$ cat config.mk
export PLATFORM = sky130hd
export DESIGN_NAME = vdp_exec_seq
export DESIGN_NICKNAME = d
export VERILOG_FILES = /design/src/rtl/vdp_exec_seq.sv
export SDC_FILE = /design/constraint.sdc
export NUM_CORES = 1
export LEC_CHECK = 0
export ABC_AREA = 1
export CAP_MARGIN = 0
export CORE_MARGIN = 5
export CORE_UTILIZATION = 50
export CTS_CLUSTER_SIZE = 28
export DETAILED_ROUTE_END_ITERATION = 8
export GPL_TIMING_DRIVEN = 1
export PLACE_DENSITY = 0.8
export SKIP_CTS_REPAIR_TIMING = 1
export SYNTH_ARGS = -nofsm -noshare
export SYNTH_HDL_FRONTEND = slang
export SYNTH_SLANG_ARGS = --single-unit
$ cat constraint.sdc
create_clock -name clk -period 3.7 [get_ports clk]
set_input_delay 0.37 -clock clk [delete_from_list [all_inputs] [get_ports clk]]
set_output_delay 0.37 -clock clk [all_outputs]
set_load 0.01 [all_outputs]
$ cat src/rtl/vdp_exec_seq.sv
`default_nettype none
// ============================================================================
//  Module   : vdp_exec_seq
//  Purpose  : Execute / write-back sequencer sitting directly in front of a
//             4 x 16-bit register file. It accepts one instruction word over a
//             valid/ready handshake, reads its operands from the register
//             file, computes a 16-bit result and writes it back through the
//             regfile's rd/result port. MUL uses an iterative shift-add unit.
//
//             The register file writes r[rd] on every clock edge and has no
//             write enable. Whenever this block is not committing a result,
//             it drives result with the current value of r[rd] so that the
//             register simply rewrites itself.
//
//  Ports    : clk        in   rising-edge clock, shared with the regfile
//             rst_n      in   asynchronous active-low reset
//             in_valid   in   instruction word valid
//             in_instr   in   [15:12] op, [11:10] rd, [9:8] rs, [7:0] imm
//             in_ready   out  high only while idle
//             rs         out  regfile read select
//             rd         out  regfile write select
//             result     out  regfile write data
//             o_b        in   regfile r[rs] read data
//             o_r0..o_r3 in   regfile direct register taps
//             busy       out  instruction in flight
//             done       out  one-cycle pulse in the cycle before the commit
//                             edge
//             flag_z     out  zero flag
//             flag_c     out  carry / borrow flag
//             err        out  one-cycle pulse for an illegal opcode
//
//  Revision : 1.0  initial release
// ============================================================================
module vdp_exec_seq #(
    parameter int MUL_CYCLES = 16
) (
    input  logic        clk,
    input  logic        rst_n,
    input  logic        in_valid,
    input  logic [15:0] in_instr,
    output logic        in_ready,
    output logic [1:0]  rs,
    output logic [1:0]  rd,
    output logic [15:0] result,
    input  logic [15:0] o_b,
    input  logic [15:0] o_r0,
    input  logic [15:0] o_r1,
    input  logic [15:0] o_r2,
    input  logic [15:0] o_r3,
    output logic        busy,
    output logic        done,
    output logic        flag_z,
    output logic        flag_c,
    output logic        err
);

    // ------------------------------------------------------------------
    // Constants
    // ------------------------------------------------------------------
    localparam int CW = (MUL_CYCLES > 1) ? $clog2(MUL_CYCLES) : 1;
    localparam logic [CW-1:0] c_CNT_LAST = CW'(MUL_CYCLES - 1);

    localparam logic [1:0] c_S_IDLE = 2'd0;
    localparam logic [1:0] c_S_EXEC = 2'd1;
    localparam logic [1:0] c_S_MUL  = 2'd2;
    localparam logic [1:0] c_S_WB   = 2'd3;

    localparam logic [3:0] c_OP_NOP = 4'h0;
    localparam logic [3:0] c_OP_LDI = 4'h1;
    localparam logic [3:0] c_OP_LDH = 4'h2;
    localparam logic [3:0] c_OP_MOV = 4'h3;
    localparam logic [3:0] c_OP_ADD = 4'h4;
    localparam logic [3:0] c_OP_SUB = 4'h5;
    localparam logic [3:0] c_OP_AND = 4'h6;
    localparam logic [3:0] c_OP_OR  = 4'h7;
    localparam logic [3:0] c_OP_XOR = 4'h8;
    localparam logic [3:0] c_OP_SHL = 4'h9;
    localparam logic [3:0] c_OP_SHR = 4'hA;
    localparam logic [3:0] c_OP_MUL = 4'hB;
    localparam logic [3:0] c_OP_CMP = 4'hC;

    // ------------------------------------------------------------------
    // State
    // ------------------------------------------------------------------
    logic [1:0]    state_q,  state_d;
    logic [15:0]   instr_q,  instr_d;
    logic [15:0]   mcand_q,  mcand_d;
    logic [15:0]   mplier_q, mplier_d;
    logic [15:0]   acc_q,    acc_d;
    logic [CW-1:0] cnt_q,    cnt_d;
    logic          flag_z_q, flag_z_d;
    logic          flag_c_q, flag_c_d;

    // ------------------------------------------------------------------
    // Instruction field decode (always from the latch)
    // ------------------------------------------------------------------
    logic [3:0]  w_op;
    logic [7:0]  w_imm;
    logic [15:0] w_rd_val;

    assign w_op  = instr_q[15:12];
    assign w_imm = instr_q[7:0];
    assign rd    = instr_q[11:10];
    assign rs    = instr_q[9:8];

    // Current content of the destination register, straight from the taps.
    always_comb begin
        case (rd)
            2'd0:    w_rd_val = o_r0;
            2'd1:    w_rd_val = o_r1;
            2'd2:    w_rd_val = o_r2;
            default: w_rd_val = o_r3;
        endcase
    end

    // ------------------------------------------------------------------
    // Single-cycle ALU
    // ------------------------------------------------------------------
    logic [16:0] w_sum;
    logic [15:0] w_diff;
    logic        w_borrow;
    logic [15:0] w_alu;
    logic [15:0] w_zsrc;     // value the zero flag is taken from
    logic        w_legal;
    logic        w_is_mul;
    logic        w_upd_z;
    logic        w_upd_c;
    logic        w_c_val;

    assign w_sum    = {1'b0, w_rd_val} + {1'b0, o_b};
    assign w_diff   = w_rd_val - o_b;
    assign w_borrow = (w_rd_val < o_b);

    always_comb begin
        w_alu    = w_rd_val;   // NOP and CMP write back the old value
        w_zsrc   = w_rd_val;
        w_legal  = 1'b1;
        w_is_mul = 1'b0;
        w_upd_z  = 1'b0;
        w_upd_c  = 1'b0;
        w_c_val  = 1'b0;
        case (w_op)
            c_OP_NOP: ;
            c_OP_LDI: w_alu = {8'h00, w_imm};
            c_OP_LDH: w_alu = {w_imm, w_rd_val[7:0]};
            c_OP_MOV: w_alu = o_b;
            c_OP_ADD: begin
                w_alu   = w_sum[15:0];
                w_zsrc  = w_sum[15:0];
                w_upd_z = 1'b1;
                w_upd_c = 1'b1;
                w_c_val = w_sum[16];
            end
            c_OP_SUB: begin
                w_alu   = w_diff;
                w_zsrc  = w_diff;
                w_upd_z = 1'b1;
                w_upd_c = 1'b1;
                w_c_val = w_borrow;
            end
            c_OP_AND: begin
                w_alu   = w_rd_val & o_b;
                w_zsrc  = w_rd_val & o_b;
                w_upd_z = 1'b1;
            end
            c_OP_OR: begin
                w_alu   = w_rd_val | o_b;
                w_zsrc  = w_rd_val | o_b;
                w_upd_z = 1'b1;
            end
            c_OP_XOR: begin
                w_alu   = w_rd_val ^ o_b;
                w_zsrc  = w_rd_val ^ o_b;
                w_upd_z = 1'b1;
            end
            c_OP_SHL: w_alu = w_rd_val << w_imm[3:0];
            c_OP_SHR: w_alu = w_rd_val >> w_imm[3:0];
            c_OP_MUL: w_is_mul = 1'b1;
            c_OP_CMP: begin
                // Flags only: the destination keeps its value.
                w_zsrc  = w_diff;
                w_upd_z = 1'b1;
                w_upd_c = 1'b1;
                w_c_val = w_borrow;
            end
            default:  w_legal = 1'b0;
        endcase
    end

    // ------------------------------------------------------------------
    // Sequencer next-state logic
    // ------------------------------------------------------------------
    always_comb begin
        state_d  = state_q;
        instr_d  = instr_q;
        mcand_d  = mcand_q;
        mplier_d = mplier_q;
        acc_d    = acc_q;
        cnt_d    = cnt_q;
        flag_z_d = flag_z_q;
        flag_c_d = flag_c_q;
        result   = w_rd_val;   // hold rule: r[rd] rewrites itself
        done     = 1'b0;
        err      = 1'b0;

        case (state_q)
            c_S_IDLE: begin
                if (in_valid) begin
                    instr_d = in_instr;
                    state_d = c_S_EXEC;
                end
            end

            c_S_EXEC: begin
                state_d = c_S_IDLE;
                if (!w_legal) begin
                    err = 1'b1;
                end else if (w_is_mul) begin
                    // Operands are captured now; the destination keeps
                    // rewriting itself until write-back.
                    mcand_d  = w_rd_val;
                    mplier_d = o_b;
                    acc_d    = 16'h0000;
                    cnt_d    = '0;
                    state_d  = c_S_MUL;
                end else begin
                    result = w_alu;
                    done   = 1'b1;
                    if (w_upd_z) flag_z_d = (w_zsrc == 16'h0000);
                    if (w_upd_c) flag_c_d = w_c_val;
                end
            end

            c_S_MUL: begin
                // Only the low 16 product bits are kept, so a 16-bit
                // accumulator and a left-shifting multiplicand suffice.
                if (mplier_q[0]) acc_d = acc_q + mcand_q;
                mcand_d  = mcand_q << 1;
                mplier_d = mplier_q >> 1;
                cnt_d    = cnt_q + 1'b1;
                if (cnt_q == c_CNT_LAST) state_d = c_S_WB;
            end

            default: begin // c_S_WB
                result   = acc_q;
                done     = 1'b1;
                flag_z_d = (acc_q == 16'h0000);
                state_d  = c_S_IDLE;
            end
        endcase
    end

    // ------------------------------------------------------------------
    // Registers
    // ------------------------------------------------------------------
    always_ff @(posedge clk or negedge rst_n) begin
        if (!rst_n) begin
            state_q  <= c_S_IDLE;
            instr_q  <= 16'h0000;
            mcand_q  <= 16'h0000;
            mplier_q <= 16'h0000;
            acc_q    <= 16'h0000;
            cnt_q    <= '0;
            flag_z_q <= 1'b0;
            flag_c_q <= 1'b0;
        end else begin
            state_q  <= state_d;
            instr_q  <= instr_d;
            mcand_q  <= mcand_d;
            mplier_q <= mplier_d;
            acc_q    <= acc_d;
            cnt_q    <= cnt_d;
            flag_z_q <= flag_z_d;
            flag_c_q <= flag_c_d;
        end
    end

    // ------------------------------------------------------------------
    // Status outputs
    // ------------------------------------------------------------------
    assign in_ready = (state_q == c_S_IDLE);
    assign busy     = (state_q != c_S_IDLE);
    assign flag_z   = flag_z_q;
    assign flag_c   = flag_c_q;

endmodule
`default_nettype wire

# Word level (Yosys, flattened, before mapping)

Cells that the tools add are included.

Register bits: 72
Bits in latches: 0
RAM bits: 0
Memory bits (read-only): 0
Input bits: 99
Output and inout bits: 26
Word-level logic and storage cells: 100
Memories: 0

Add/subtract/negate cells: 4
$mul: 0
Divide/modulo/power cells: 0
Magnitude comparators: 1
Eq/ne operators: 24
Shift-type cells: 2
Multiplexer cells: 38
Bitwise logic cells: 5
Reductions and logical operators: 18

Operators by type and width:

| operator           | count |
|---|---|
| $pmux 16 s10       | 1 |
| $mux 16            | 9 |
| $pmux 16 s2        | 4 |
| $pmux 16 s5        | 1 |
| $pmux 16 s3        | 1 |
| $logic_not 16->1   | 2 |
| $eq 4x4->1 const B | 6 |
| $add 16x16->17     | 1 |
| $add 16x16->16     | 1 |
| $and 16x16->16     | 1 |
| $eq 4x3->1 const B | 4 |
| $lt 16x16->1       | 1 |
| $or 16x16->16      | 1 |
| $shl 16x4->16      | 1 |
| $shr 16x4->16      | 1 |
| $sub 16x16->16     | 1 |
| $xor 16x16->16     | 1 |
| $ne 2x2->1 const B | 7 |
| $reduce_or 13->1   | 1 |
| $reduce_and 4->1   | 3 |
| $mux 1             | 11 |
| $eq 4x2->1 const B | 2 |
| $mux 2             | 4 |
| $mux 4             | 2 |
| 16 further kinds   | 25 |

# Depth between registers and ports, before layout

Depth in word-level cells: 9
Mapped depth: 25
Depth with buffers taken out: 23

# Worst setup path after synthesis

OpenSTA, ideal clock, no wires.

Kind: reg-to-output
From: reg instr_q[10]
To: out result[2]
Arrival: 2784 ps
Data required time: 3330 ps
Path slack: 546 ps
Stages on the path, launching flop included: 17
Path buffers: 2
Cell sequence: dfrtp_1 buf_2 buf_2 o21ai_0 nand3_1 o21ai_4 inv_2 ha_1 fa_1 xnor2_1 a221oi_1 nand3_1 a21oi_1 nand2_1 nand3b_1 nand2_1 nand2_1

Word-level cells in the longest chain between the ends: 7
Elaborated cells between the ends (all ways): 15
Classes of those cells: add/sub: 2; eq/ne: 2; shift: 2; mux: 5; bitwise: 3; reduce/logical: 1

Ends and longest elaborated chain:

| what                                         | RTL line | source |
|---|---|---|
| start: declaration                           | 86       | `logic [15:0] instr_q, instr_d;` |
| start signal: assignment                     | 268      | `instr_q <= instr_d;` |
| $eq 2x2->1, or another cell as far along     | 108      | `case (rd)` |
| $pmux 16 s3 (*)                              | 108      |  |
| $sub 16x16->16, or another cell as far along | 131      | `assign w_diff = w_rd_val - o_b;` |
| $pmux 16 s10                                 | 142      | `case (w_op)` |
| $mux 16                                      | 218      | `end else if (w_is_mul) begin` |
| $mux 16                                      | 216      | `if (!w_legal) begin` |
| $pmux 16 s2 (*)                              | 206      | `case (state_q)` |
| end: declaration                             | 44       | `output logic [15:0] result,` |

Mark *: on every way between the ends. The rest lies on a longest branch, timed or not.

# Worst setup path after layout

Ends and elaborated chain as after synthesis.

==> key figures <==
Pwr
  • Combinational Power Share: 0.836
  • Lkg Pwr: 6.48 nW
  • Net Switching: 8.21 mW
  • Cell-internal power: approximately 6.5 mW
  • Clock group share of total power: 0.066
  • Switching Share: 0.558
  • Worst VDD drop: 0.000655 V
  • Power density over cell area: 1120 nW/um^2
  • Flop pwr share: 0.098

Logic synthesis
  • Ranking of synthesized cells by area: dfrtp_1 (19%), nand2_1 (17%), nand3_1 (9.6%)
  • Syn Inst Count: 1578
  • Avg Inst Size Synth: just under 6 um^2
  • Post-synth top area share: 0.193
  • Most used DFF post-synth: dfrtp_1
  • Part of the Yosys area used for sequential elements: 0.193
  • Fraction of registers with async set/reset: 1.00
  • #FFs+latches synth: 72
  • Mapped Area: 9320 um^2
  • Warning count from the yosys run: 0
  • Unique masters post-synth: between 40 and 50
  • Syn Nets: 1747
  • Leading area contributor after synthesis: dfrtp_1
  • Post-synth EDFFs: 0

Clocking
  • CTS Buf Count: 9
  • CTS root buf: clkbuf_16
  • H-tree levels: 3
  • Clock buffer depth: 2
  • Clock-pin slew on the worst setup and hold paths: 0.08 ns
  • Worst skew pair latency: roughly 0.36 ns
  • TritonCTS clock tree: yes
  • Clk sinks: 72

Worst setup path
  • Worst Setup Start Kind: flop
  • Worst setup path class: reg -> out
  • Crit end category: primary output
  • Critical path arrival: 3.39 ns
  • CP Data Required Time: 3.33 ns
  • CP Max Fanout: 17
  • R2R Setup Slk: between 0.4 and 0.5 ns

Routing
  • Vias per cell: 5.97
  • Vias: 12500
  • Routed Antenna Nets: 0
  • Routed WL: 43500 um
  • Wire length per cell: around 21 um
  • First-pass DRT Iterations: 9
  • Starting DRT DRC Count: 1689
  • Residual DRC: 0

Final layout
  • Cell area after layout: around 13000 um^2
  • Fill count: 1624
  • Final Net Count: 2022
  • Seq. cell area: roughly 1800 um^2
  • Area of the multi-input gates: 7070 um^2
  • Area Growth Syn to Fin: 41.0%
  • Post-layout util: 0.710
  • Layout cells sized above 1: 0.228

Timing
  • Final setup fails: 7
  • Final Cycle Share: 1.02
  • Worst-Margin Slew: 1.02 ns
  • Fin worst setup slack: -0.0631 ns
  • Clk_skew: approximately 0.013 ns
  • Relative slew slack: 0.316
  • Fmax: 266 MHz
  • Hold Violations, Final: 0
  • Final Max Slew Viols: 0
  • Tmin final: 3.76 ns
  • Fin Setup TNS: -0.199 ns
  • Hold slack: 0.156 ns
  • RSZ-0062 raised after global routing: yes

Placed design
  • Placed cell area: between 10000 and 15000 um^2
  • IO Port Bufs: 124
  • Post-DP HPWL: 34000 um
  • GPL Wtd Cong: approximately 1.1

Floorplanning
  • Starting Density: 0.503
  • Die Footprint: 21500 um^2
  • Die X: between 100 and 150 um
  • CORE AREA: between 15000 and 20000 um^2
  • Rows: 50
  • Die height: 147 um
  • Num ports: 125

Global routing
  • GRT overflow: 0
  • Largest net degree at the start of global routing: 73
  • Initial antenna violation count: 0
  • Tot GR Track Use: 0.379
  • First-pass GRT wire length: 63900 um
  • Vias in the first global route: 11500

Min path
  • Worst min-delay path category: in -> async

Run
  • Max_cap viols: 0

Run status
  • Status: finished with violations
  • Failing checks: negative setup slack
-- sequential cells by signal (all words and copies together), names as in the netlist --
signal    cells
acc_q        16
instr_q      16
mcand_q      16
mplier_q     16
cnt_q         4
state_q       2
flag_c        1
flag_z        1
-- through the flow --
| stage | worst slack (ns) | power, mW | std cells |
|---|---|---|---|
| 4_1_cts | -0.651 | 13.1 | 2076 |
| 3_5_place_dp | -0.347 | 12.0 | 2060 |
| 6_report | -0.0631 | 14.7 | 2093 |
| 5_1_grt | -0.158 | 15.6 | 2092 |
| 2_1_floorplan | 0.546 | 7.37 | 1578 |
| 3_3_place_gp | -0.316 | 11.9 | 2060 |
-- layout by cell type (no fill, tap or decap), drive strengths merged, types with 29 or more instances in the layout --
| cell | count |
|---|---|
| a21oi | 97 |
| nand2 | 437 |
| clkdlybuf4s50 | 107 |
| dfrtp | 72 |
| inv | 214 |
| ha | 67 |
| o22ai | 29 |
| o211ai | 30 |
| nor2 | 132 |
| nand3 | 179 |
| o21ai | 151 |
| buf | 218 |
-- cells by family after synthesis --
group                      after synthesis  synth area share
xor gates and xnor gates                 8           0.00752
muxes                                    4           0.00483
AOI/OAI and AO/OA                      336             0.211
and+or+nand+nor                        808             0.369
DFF                                     72             0.193
buffers and inverters                  280             0.119
adders and majority gates               70            0.0964
-- worst max-delay path, cell delays in order, from the launching register on --
cell and delay, ns:
dfrtp_2 0.48, buf_8 0.18, o21ai_0 0.17, nand3_1 0.15, o21ai_4 0.12, inv_4 0.09, buf_4 0.15, fa_2 0.42
xnor2_2 0.17, a221oi_2 0.26, nand3_1 0.15, a21oi_1 0.14, nand2_1 0.08, nand3b_1 0.19, nand2_1 0.10, nand2_1 0.05
buf_2 0.15
-- Yosys cell counts, drive strengths merged (6+ instances only) --
cell type,instances
o21bai,7
nand4,19
o21ai,151
inv,210
a21oi,97
or2,6
nor2,132
nor4,6
o22ai,29
buf,34
nor3,15
nand2,437
nand3,179
clkbuf,34
ha,67
nand3b,7
dfrtp,72
o211ai,30
-- final cells by class --
class	count	share of cell area
Clock buffer	9	0.0171
Inverter	212	0.0613
Sequential cell	72	0.137
Tap cell	234	0.0223
Clock inverter	7	0.00647
Antenna cell	1	0.000190
Multi-Input combinational cell	1226	0.538
Timing Repair Buffer	332	0.217
-- power by group through the flow --
stage          combinational [mW]  sequential, mW  clock, mW
2_1_floorplan                6.06            1.31          0
3_3_place_gp                 10.5            1.43          0
3_5_place_dp                 10.6            1.44          0
4_1_cts                      10.7            1.43      0.970
5_1_grt                      13.1            1.48       1.01
6_report                     12.3            1.44      0.970
-- routing by layer --
metal / part of all wire / global-route usage / up-vias / wire length (um)
li1: - / - / 5770 / -
met1: 0.40 / 0.510 / 5745 / 17200
met2: 0.44 / 0.589 / 797 / 19000
met3: 0.10 / 0.0683 / 189 / 4560
met4: 0.062 / 0.181 / 0 / 2680
met5: 0 / 0 / - / 0
-- worst paths after layout --
path                                              start                       to  cells after the start
worst max-delay path            instr_q[10]$_DFFE_PN0P_                result[2]                     16
worst min-delay path                              rst_n     cnt_q[2]$_DFFE_PN0P_                      1
worst max register to register  instr_q[10]$_DFFE_PN0P_       flag_z$_DFFE_PN0P_                     21
worst min register to register   instr_q[9]$_DFFE_PN0P_   instr_q[9]$_DFFE_PN0P_                      1
max in group asynchronous                         rst_n  instr_q[11]$_DFFE_PN0P_                      1
min in group clk                 instr_q[9]$_DFFE_PN0P_   instr_q[9]$_DFFE_PN0P_                      1
(Power assumes the default switching activity.)
